===== config.mk =====
export PLATFORM = sky130hd
export DESIGN_NAME = stage_writeback_pipe
export DESIGN_NICKNAME = d
export VERILOG_FILES = /design/src/rtl/wb_pkg.sv /design/src/rtl/vec_data_mem.sv /design/src/rtl/stage_writeback_pipe.sv
export SDC_FILE = /design/constraint.sdc
export NUM_CORES = 1
export LEC_CHECK = 0
export ABC_AREA = 0
export CORE_UTILIZATION = 55
export CTS_BUF_LIST = sky130_fd_sc_hd__clkbuf_16
export DETAILED_ROUTE_END_ITERATION = 10
export HOLD_SLACK_MARGIN = 0.03
export PLACE_DENSITY_LB_ADDON = 0.3
export SKIP_CTS_REPAIR_TIMING = 1
export SLEW_MARGIN = 20
export SYNTH_ARGS = -nofsm -noshare
export SYNTH_HDL_FRONTEND = slang
export SYNTH_HIERARCHICAL = 1
export SYNTH_SLANG_ARGS = --single-unit

===== constraint.sdc =====
create_clock -name clk -period 2.91 [get_ports clk]
set_clock_uncertainty 0.1 [all_clocks]
set_input_delay 0.582 -clock clk [delete_from_list [all_inputs] [get_ports clk]]
set_output_delay 0.582 -clock clk [all_outputs]
set_load 0.05 [all_outputs]

===== src/rtl/wb_pkg.sv =====
// rtl/wb_pkg.sv - shared types and sizing helpers for the vector writeback stage
package wb_pkg;

  typedef enum logic [1:0] {
    WB_MEM  = 2'd0,
    WB_ALU  = 2'd1,
    WB_IMM  = 2'd2,
    WB_NONE = 2'd3
  } wb_src_e;

  typedef enum logic {
    CLEAR = 1'b0,
    RUN   = 1'b1
  } wb_state_e;

  // A single-word memory still needs one index bit to keep port widths legal.
  function automatic int mem_addr_width(input int depth);
    return (depth > 1) ? $clog2(depth) : 1;
  endfunction

endpackage


===== src/rtl/vec_data_mem.sv =====
// rtl/vec_data_mem.sv - banked vector data memory: one read-first sync read port, one lane-masked write port
module vec_data_mem
  import wb_pkg::*;
#(
  parameter int vecSize      = 4,
  parameter int registerSize = 8,
  parameter int DEPTH        = 32,
  parameter int AW           = mem_addr_width(DEPTH)
) (
  input  logic                                  clk,
  input  logic                                  reset,
  input  logic                                  rd_en,
  input  logic [AW-1:0]                         rd_addr,
  output logic [vecSize-1:0][registerSize-1:0]  rd_data,
  input  logic                                  wr_en,
  input  logic [AW-1:0]                         wr_addr,
  input  logic [vecSize-1:0]                    wr_mask,
  input  logic [vecSize-1:0][registerSize-1:0]  wr_data
);

  logic [vecSize-1:0][registerSize-1:0] mem [DEPTH];

  // Each lane is its own bank, so a partial store only touches the enabled lanes.
  always_ff @(posedge clk) begin
    if (wr_en) begin
      for (int i = 0; i < vecSize; i++) begin
        if (wr_mask[i]) begin
          mem[wr_addr][i] <= wr_data[i];
        end
      end
    end
  end

  // Non-blocking read of the pre-edge contents gives read-first behaviour on collisions.
  always_ff @(posedge clk) begin
    if (!reset) begin
      rd_data <= '0;
    end else if (rd_en) begin
      rd_data <= mem[rd_addr];
    end
  end

endmodule


===== src/rtl/stage_writeback_pipe.sv =====
// rtl/stage_writeback_pipe.sv - two-stage vector writeback pipe with banked data memory
// and a post-reset memory clear sweep.
module stage_writeback_pipe
  import wb_pkg::*;
#(
  parameter int vecSize      = 4,
  parameter int registerSize = 8,
  parameter int DEPTH        = 32,
  parameter int REG_ADDR_W   = 4
) (
  input  logic                                  clk,
  input  logic                                  reset,
  input  logic                                  inValid,
  output logic                                  inReady,
  input  logic                                  memWrite,
  input  logic                                  regWrite,
  input  logic [1:0]                            writeRegFrom,
  input  logic [vecSize-1:0]                    laneMask,
  input  logic [registerSize-1:0]               address,
  input  logic [registerSize-1:0]               imm,
  input  logic [REG_ADDR_W-1:0]                 destReg,
  input  logic [vecSize-1:0][registerSize-1:0]  writeData,
  input  logic [vecSize-1:0][registerSize-1:0]  aluResult,
  output logic                                  outValid,
  input  logic                                  outReady,
  output logic [vecSize-1:0][registerSize-1:0]  writeBackData,
  output logic                                  rfWriteEnable,
  output logic [REG_ADDR_W-1:0]                 rfDest,
  output logic                                  addrError
);

  localparam int AW = mem_addr_width(DEPTH);
  localparam logic [registerSize:0] DEPTH_LIM = (registerSize+1)'(DEPTH);

  typedef logic [vecSize-1:0][registerSize-1:0] vec_t;

  wb_state_e state, state_next;
  logic [AW-1:0] clear_addr;
  logic          clear_last;
  logic          clear_we;

  logic accept;
  logic stall;
  logic in_range;

  logic                  mem_wr_en;
  logic [AW-1:0]         mem_wr_addr;
  logic [vecSize-1:0]    mem_wr_mask;
  vec_t                  mem_wr_data;
  vec_t                  mem_rd_data;

  logic                    s1_valid;
  logic                    s1_reg_write;
  logic                    s1_addr_err;
  wb_src_e                 s1_src;
  logic [REG_ADDR_W-1:0]   s1_dest;
  vec_t                    s1_alu;
  logic [registerSize-1:0] s1_imm;
  vec_t                    s1_result;

  logic                  s2_valid;
  logic                  s2_reg_write;
  logic                  s2_addr_err;
  wb_src_e               s2_src;
  logic [REG_ADDR_W-1:0] s2_dest;
  vec_t                  s2_data;

  always_ff @(posedge clk) begin
    if (!reset) begin
      state <= CLEAR;
    end else begin
      state <= state_next;
    end
  end

  always_comb begin
    state_next = state;
    case (state)
      CLEAR:   if (clear_last) state_next = RUN;
      RUN:     state_next = RUN;
      default: state_next = CLEAR;
    endcase
  end

  always_comb begin
    inReady  = 1'b0;
    clear_we = 1'b0;
    case (state)
      CLEAR:   clear_we = 1'b1;
      RUN:     inReady  = ~stall;
      default: inReady  = 1'b0;
    endcase
  end

  always_ff @(posedge clk) begin
    if (!reset) begin
      clear_addr <= '0;
    end else if (clear_we && !clear_last) begin
      clear_addr <= clear_addr + AW'(1);
    end
  end

  assign clear_last = (clear_addr == AW'(DEPTH - 1));

  assign accept   = inValid & inReady;
  assign stall    = s2_valid & ~outReady;
  assign in_range = ({1'b0, address} < DEPTH_LIM);

  // The sweep owns the write port while clearing; ops cannot be accepted then.
  assign mem_wr_en   = clear_we | (accept & memWrite & in_range);
  assign mem_wr_addr = clear_we ? clear_addr : address[AW-1:0];
  assign mem_wr_mask = clear_we ? {vecSize{1'b1}} : laneMask;
  assign mem_wr_data = clear_we ? '0 : writeData;

  vec_data_mem #(
    .vecSize      (vecSize),
    .registerSize (registerSize),
    .DEPTH        (DEPTH),
    .AW           (AW)
  ) u_mem (
    .clk     (clk),
    .reset   (reset),
    .rd_en   (accept),
    .rd_addr (address[AW-1:0]),
    .rd_data (mem_rd_data),
    .wr_en   (mem_wr_en),
    .wr_addr (mem_wr_addr),
    .wr_mask (mem_wr_mask),
    .wr_data (mem_wr_data)
  );

  // The memory read register only moves on accept, so it stays aligned with s1 through stalls.
  always_ff @(posedge clk) begin
    if (!reset) begin
      s1_valid     <= 1'b0;
      s1_reg_write <= 1'b0;
      s1_addr_err  <= 1'b0;
      s1_src       <= WB_NONE;
      s1_dest      <= '0;
      s1_alu       <= '0;
      s1_imm       <= '0;
    end else if (!stall) begin
      s1_valid <= accept;
      if (accept) begin
        s1_reg_write <= regWrite;
        s1_addr_err  <= ~in_range;
        s1_src       <= wb_src_e'(writeRegFrom);
        s1_dest      <= destReg;
        s1_alu       <= aluResult;
        s1_imm       <= imm;
      end
    end
  end

  always_comb begin
    s1_result = '0;
    case (s1_src)
      WB_MEM:  if (!s1_addr_err) s1_result = mem_rd_data;
      WB_ALU:  s1_result = s1_alu;
      WB_IMM:  s1_result = {vecSize{s1_imm}};
      default: s1_result = '0;
    endcase
  end

  always_ff @(posedge clk) begin
    if (!reset) begin
      s2_valid     <= 1'b0;
      s2_reg_write <= 1'b0;
      s2_addr_err  <= 1'b0;
      s2_src       <= WB_NONE;
      s2_dest      <= '0;
      s2_data      <= '0;
    end else if (!stall) begin
      s2_valid <= s1_valid;
      if (s1_valid) begin
        s2_reg_write <= s1_reg_write;
        s2_addr_err  <= s1_addr_err;
        s2_src       <= s1_src;
        s2_dest      <= s1_dest;
        s2_data      <= s1_result;
      end
    end
  end

  assign outValid      = s2_valid;
  assign writeBackData = s2_data;
  assign rfWriteEnable = s2_valid & s2_reg_write & (s2_src != WB_NONE);
  assign rfDest        = s2_dest;
  assign addrError     = s2_addr_err;

endmodule


==> summary.md <==
| Metric | Value |
|---|---|
| Final net count | `3,377` |
| Post-synthesis register bit count | `1,152` |
| Max clock buf depth | `3` |
| Most frequent cells after synthesis | `edfxtp_1 (1,024), mux2i_1 (513), a22oi_1 (256)` |
| Final hold violation count | `0` |
| Most common cell in the synthesized netlist | `edfxtp_1` |
| GR Util All Layers | `27.71%` |
| Initial antenna violation count | `9` |
| Status | `complete, no violations` |
| DRC Markers | `0` |
| Post-route clock period utilization | `96.20%` |
| Syn_nets | `3,011` |
| Number of global-route vias before repair | `27.35k` |
| Slew Limit Fails | `0` |
| 1st-iter DRT viols | `3,085` |
| Post-synth ARST share | `0%` |
| Die Footprint | `84,400 sq um` |
| Cell variety after synth | `42` |
| Cts bufs inserted | `111` |
| Placer Congestion | `0.8743` |
| I/O Buffers | `135` |
| Worst skew pair latency | `0.69 ns` |
| Filler cell count | `5,603` |
| Worst Max-Slew Pin Slew | `0.9368 ns` |
| Setup Viol. Count Final | `0` |
| Ys flop type | `edfxtp_1` |
| Area Growth Syn to Fin | `17.52%` |
| Highest fanout seen on the critical path | `14` |
| Post-synth EDFFs | `1,024` |
| Via count | `27.68k` |
| Post-synthesis sequential area ratio | `72.76%` |
| P per Cell Area | `615.7 nW/um^2` |
| Critical Path RT | `3.19 ns` |
| Worst slew margin | `37.46%` |
| CP Class | `reg -> reg` |
| Crit start category | `register` |
| P_leak | `19.22 nW` |
| Initial DRT Pass Iterations | `6` |
| Syn Area/Cell | `15.72 sq um` |
| Multi-input gate area | `11,310 sq um` |
| Setup TNS | `0 ns` |
| Drt wl/cell | `26.40 um` |
| Max Freq | `357.2 MHz` |
| Max-Cap Viols | `0` |
| Hold WC Path Type | `in -> reg` |
| # clock sinks | `1,152` |
| Post-route insts no fill | `4,443` |
| Min cycle time layout | `2.799 ns` |
| RSZ-0062 raised after global routing | `false` |
| R2r setup slk | `0.11 ns` |
| CTS clk-pin slew, worst paths | `0.06 ns` |
| Synth warn | `6` |
| Core area | `82,240 sq um` |
| First-pass GRT wire length | `174,500 um` |
| Congestion Overflow GR | `0` |
| Sequential cell area | `33,320 sq um` |
| Drt total wl | `117,300 um` |
| Layout cells sized above 1 | `15.75%` |
| Synthesized cell area | `45,790 sq um` |
| Largest net degree at the start of global routing | `69` |
| Initial Util | `55.67%` |
| Die Wd | `290.5 um` |
| ANT nets after route | `0` |
| Crit path capture type | `register` |
| CTS tree | `yes` |
| Largest area contributor in the netlist | `edfxtp_1` |
| Critical Path AT | `3.08 ns` |
| Vias per cell | `6.230` |
| Synth area leaders | `edfxtp_1 (67%), mux2i_1 (11%), dfxtp_1 (5.6%), a22oi_1 (4.2%), a21oi_1 (2.6%)` |
| CTS Root Cell | `clkbuf_16` |
| H-tree Lvls | `3` |
| Peak supply drop | `0.0005609 V` |
| Mapped Cells | `2,913` |
| Die Span Y | `290.5 um` |
| Place WS | `-0.3004 ns` |
| Post-Place Cells | `4,236` |
| Post-route setup slack | `0.1107 ns` |
| Hold_ws | `0.02428 ns` |
| I/O pin total | `136` |
| Final HPWL DP | `76,230 um` |
| Yosys top cell area share | `67.16%` |
| # rows | `105` |
## kinds of logic (layout without fill, tap and decap cells)
logic type | count (synthesis) | after routing | share of synthesized area [%]
xor gates and xnor gates | 2 | 2 | 0.03826
muxes | 518 | 518 | 11.34
and+or+nand+nor | 400 | 400 | 4.432
buffers and inverters | 211 | 670 | 2.610
other | 0 | 1 | 0
AOI/OAI and AO/OA | 628 | 628 | 8.772
adders and majority gates | 2 | 2 | 0.05465
DFF | 1152 | 1152 | 72.76
## per-stage QoR
stage | util, % | cell area (sq um) | power [mW]
5_1_grt | 65.43 | 53810 | 33.99
3_5_place_dp | 61.22 | 50350 | 19.85
2_1_floorplan | - | 45790 | 19.21
4_1_cts | 65.42 | 53800 | 33.26
3_3_place_gp | 61.22 | 50350 | 19.81
6_report | 65.43 | 53810 | 33.13
## registers in the layout, indices dropped and copies added (netlist names), 2 cells and up
name           flops
clear_addr         5
rfDest             4
s1_alu            32
s1_dest            4
s1_imm             8
s1_src             2
s2_src             2
u_mem/mem       1024
u_mem/rd_data     32
writeBackData     32
## layout make-up
class / count / area share [%]
clock buffers: 113 / 5.255
multi-input cells: 1550 / 21.02
well taps: 1070 / 2.488
repair buffers: 461 / 8.124
diodes: 1 / 0.004651
clock inverters: 93 / 1.167
flip-flops and latches: 1152 / 61.92
inverters: 3 / 0.02093
## worst max-delay path: stages (launching register included)
cell,delay [ns]
dfxtp_4,0.51
mux2_2,0.43
buf_4,0.16
nor3b_1,0.30
buf_4,0.19
nand2_1,0.31
nor2_1,0.28
buf_4,0.23
## where the power goes
part | internal (mW) | switching (mW)
combinational | 0.681 | 0.871
clock | 7.58 | 6.03
sequential | 17.9 | 0.0443
total | 26.2 | 6.95
## final timing paths
| check | startpoint | to | depth (start not counted) |
|---|---|---|---|
| worst min register to register | s1_dest[3] | rfDest[3] | 2 |
| worst min-delay path | reset | s2_src[0] | 2 |
| worst max register to register | state | u_mem/mem[6][2] | 7 |
| worst max-delay path | state | u_mem/mem[6][2] | 7 |
## per-layer routing
metal | up-vias | global-route usage [%] | wire [um] | part of all wire [%]
met1 | 13820 | 39.23 | 47820 | 41
met5 | - | 0 | 13 | 0.011
met2 | 1533 | 44.52 | 55280 | 47
met4 | 2 | 7.975 | 2876 | 2.5
li1 | 12150 | - | - | -
met3 | 177 | 4.642 | 11310 | 9.6
## cell usage in the layout, fill, tap and decap left out, types with 4 or more instances in the layout
master              n
or3b_1             24
dfxtp_1           126
inv_2               8
and2_1             35
bufinv_16           6
buf_4             281
nor2_1            134
clkdlybuf4s50_1   132
clkinv_2           23
nor3b_1             4
o21ai_0            90
or4_1              32
a22o_1              8
a22oi_1           256
nand3b_1            8
nand3_1            67
clkinv_1           22
inv_1              25
buf_12             46
a21oi_1           241
mux2i_1           513
edfxtp_1         1024
mux2_2              5
o221a_1             8
nand2_1            70
o221a_2            24
clkbuf_16         113
nand2b_1            7
Power figures use the tool's default switching activity.
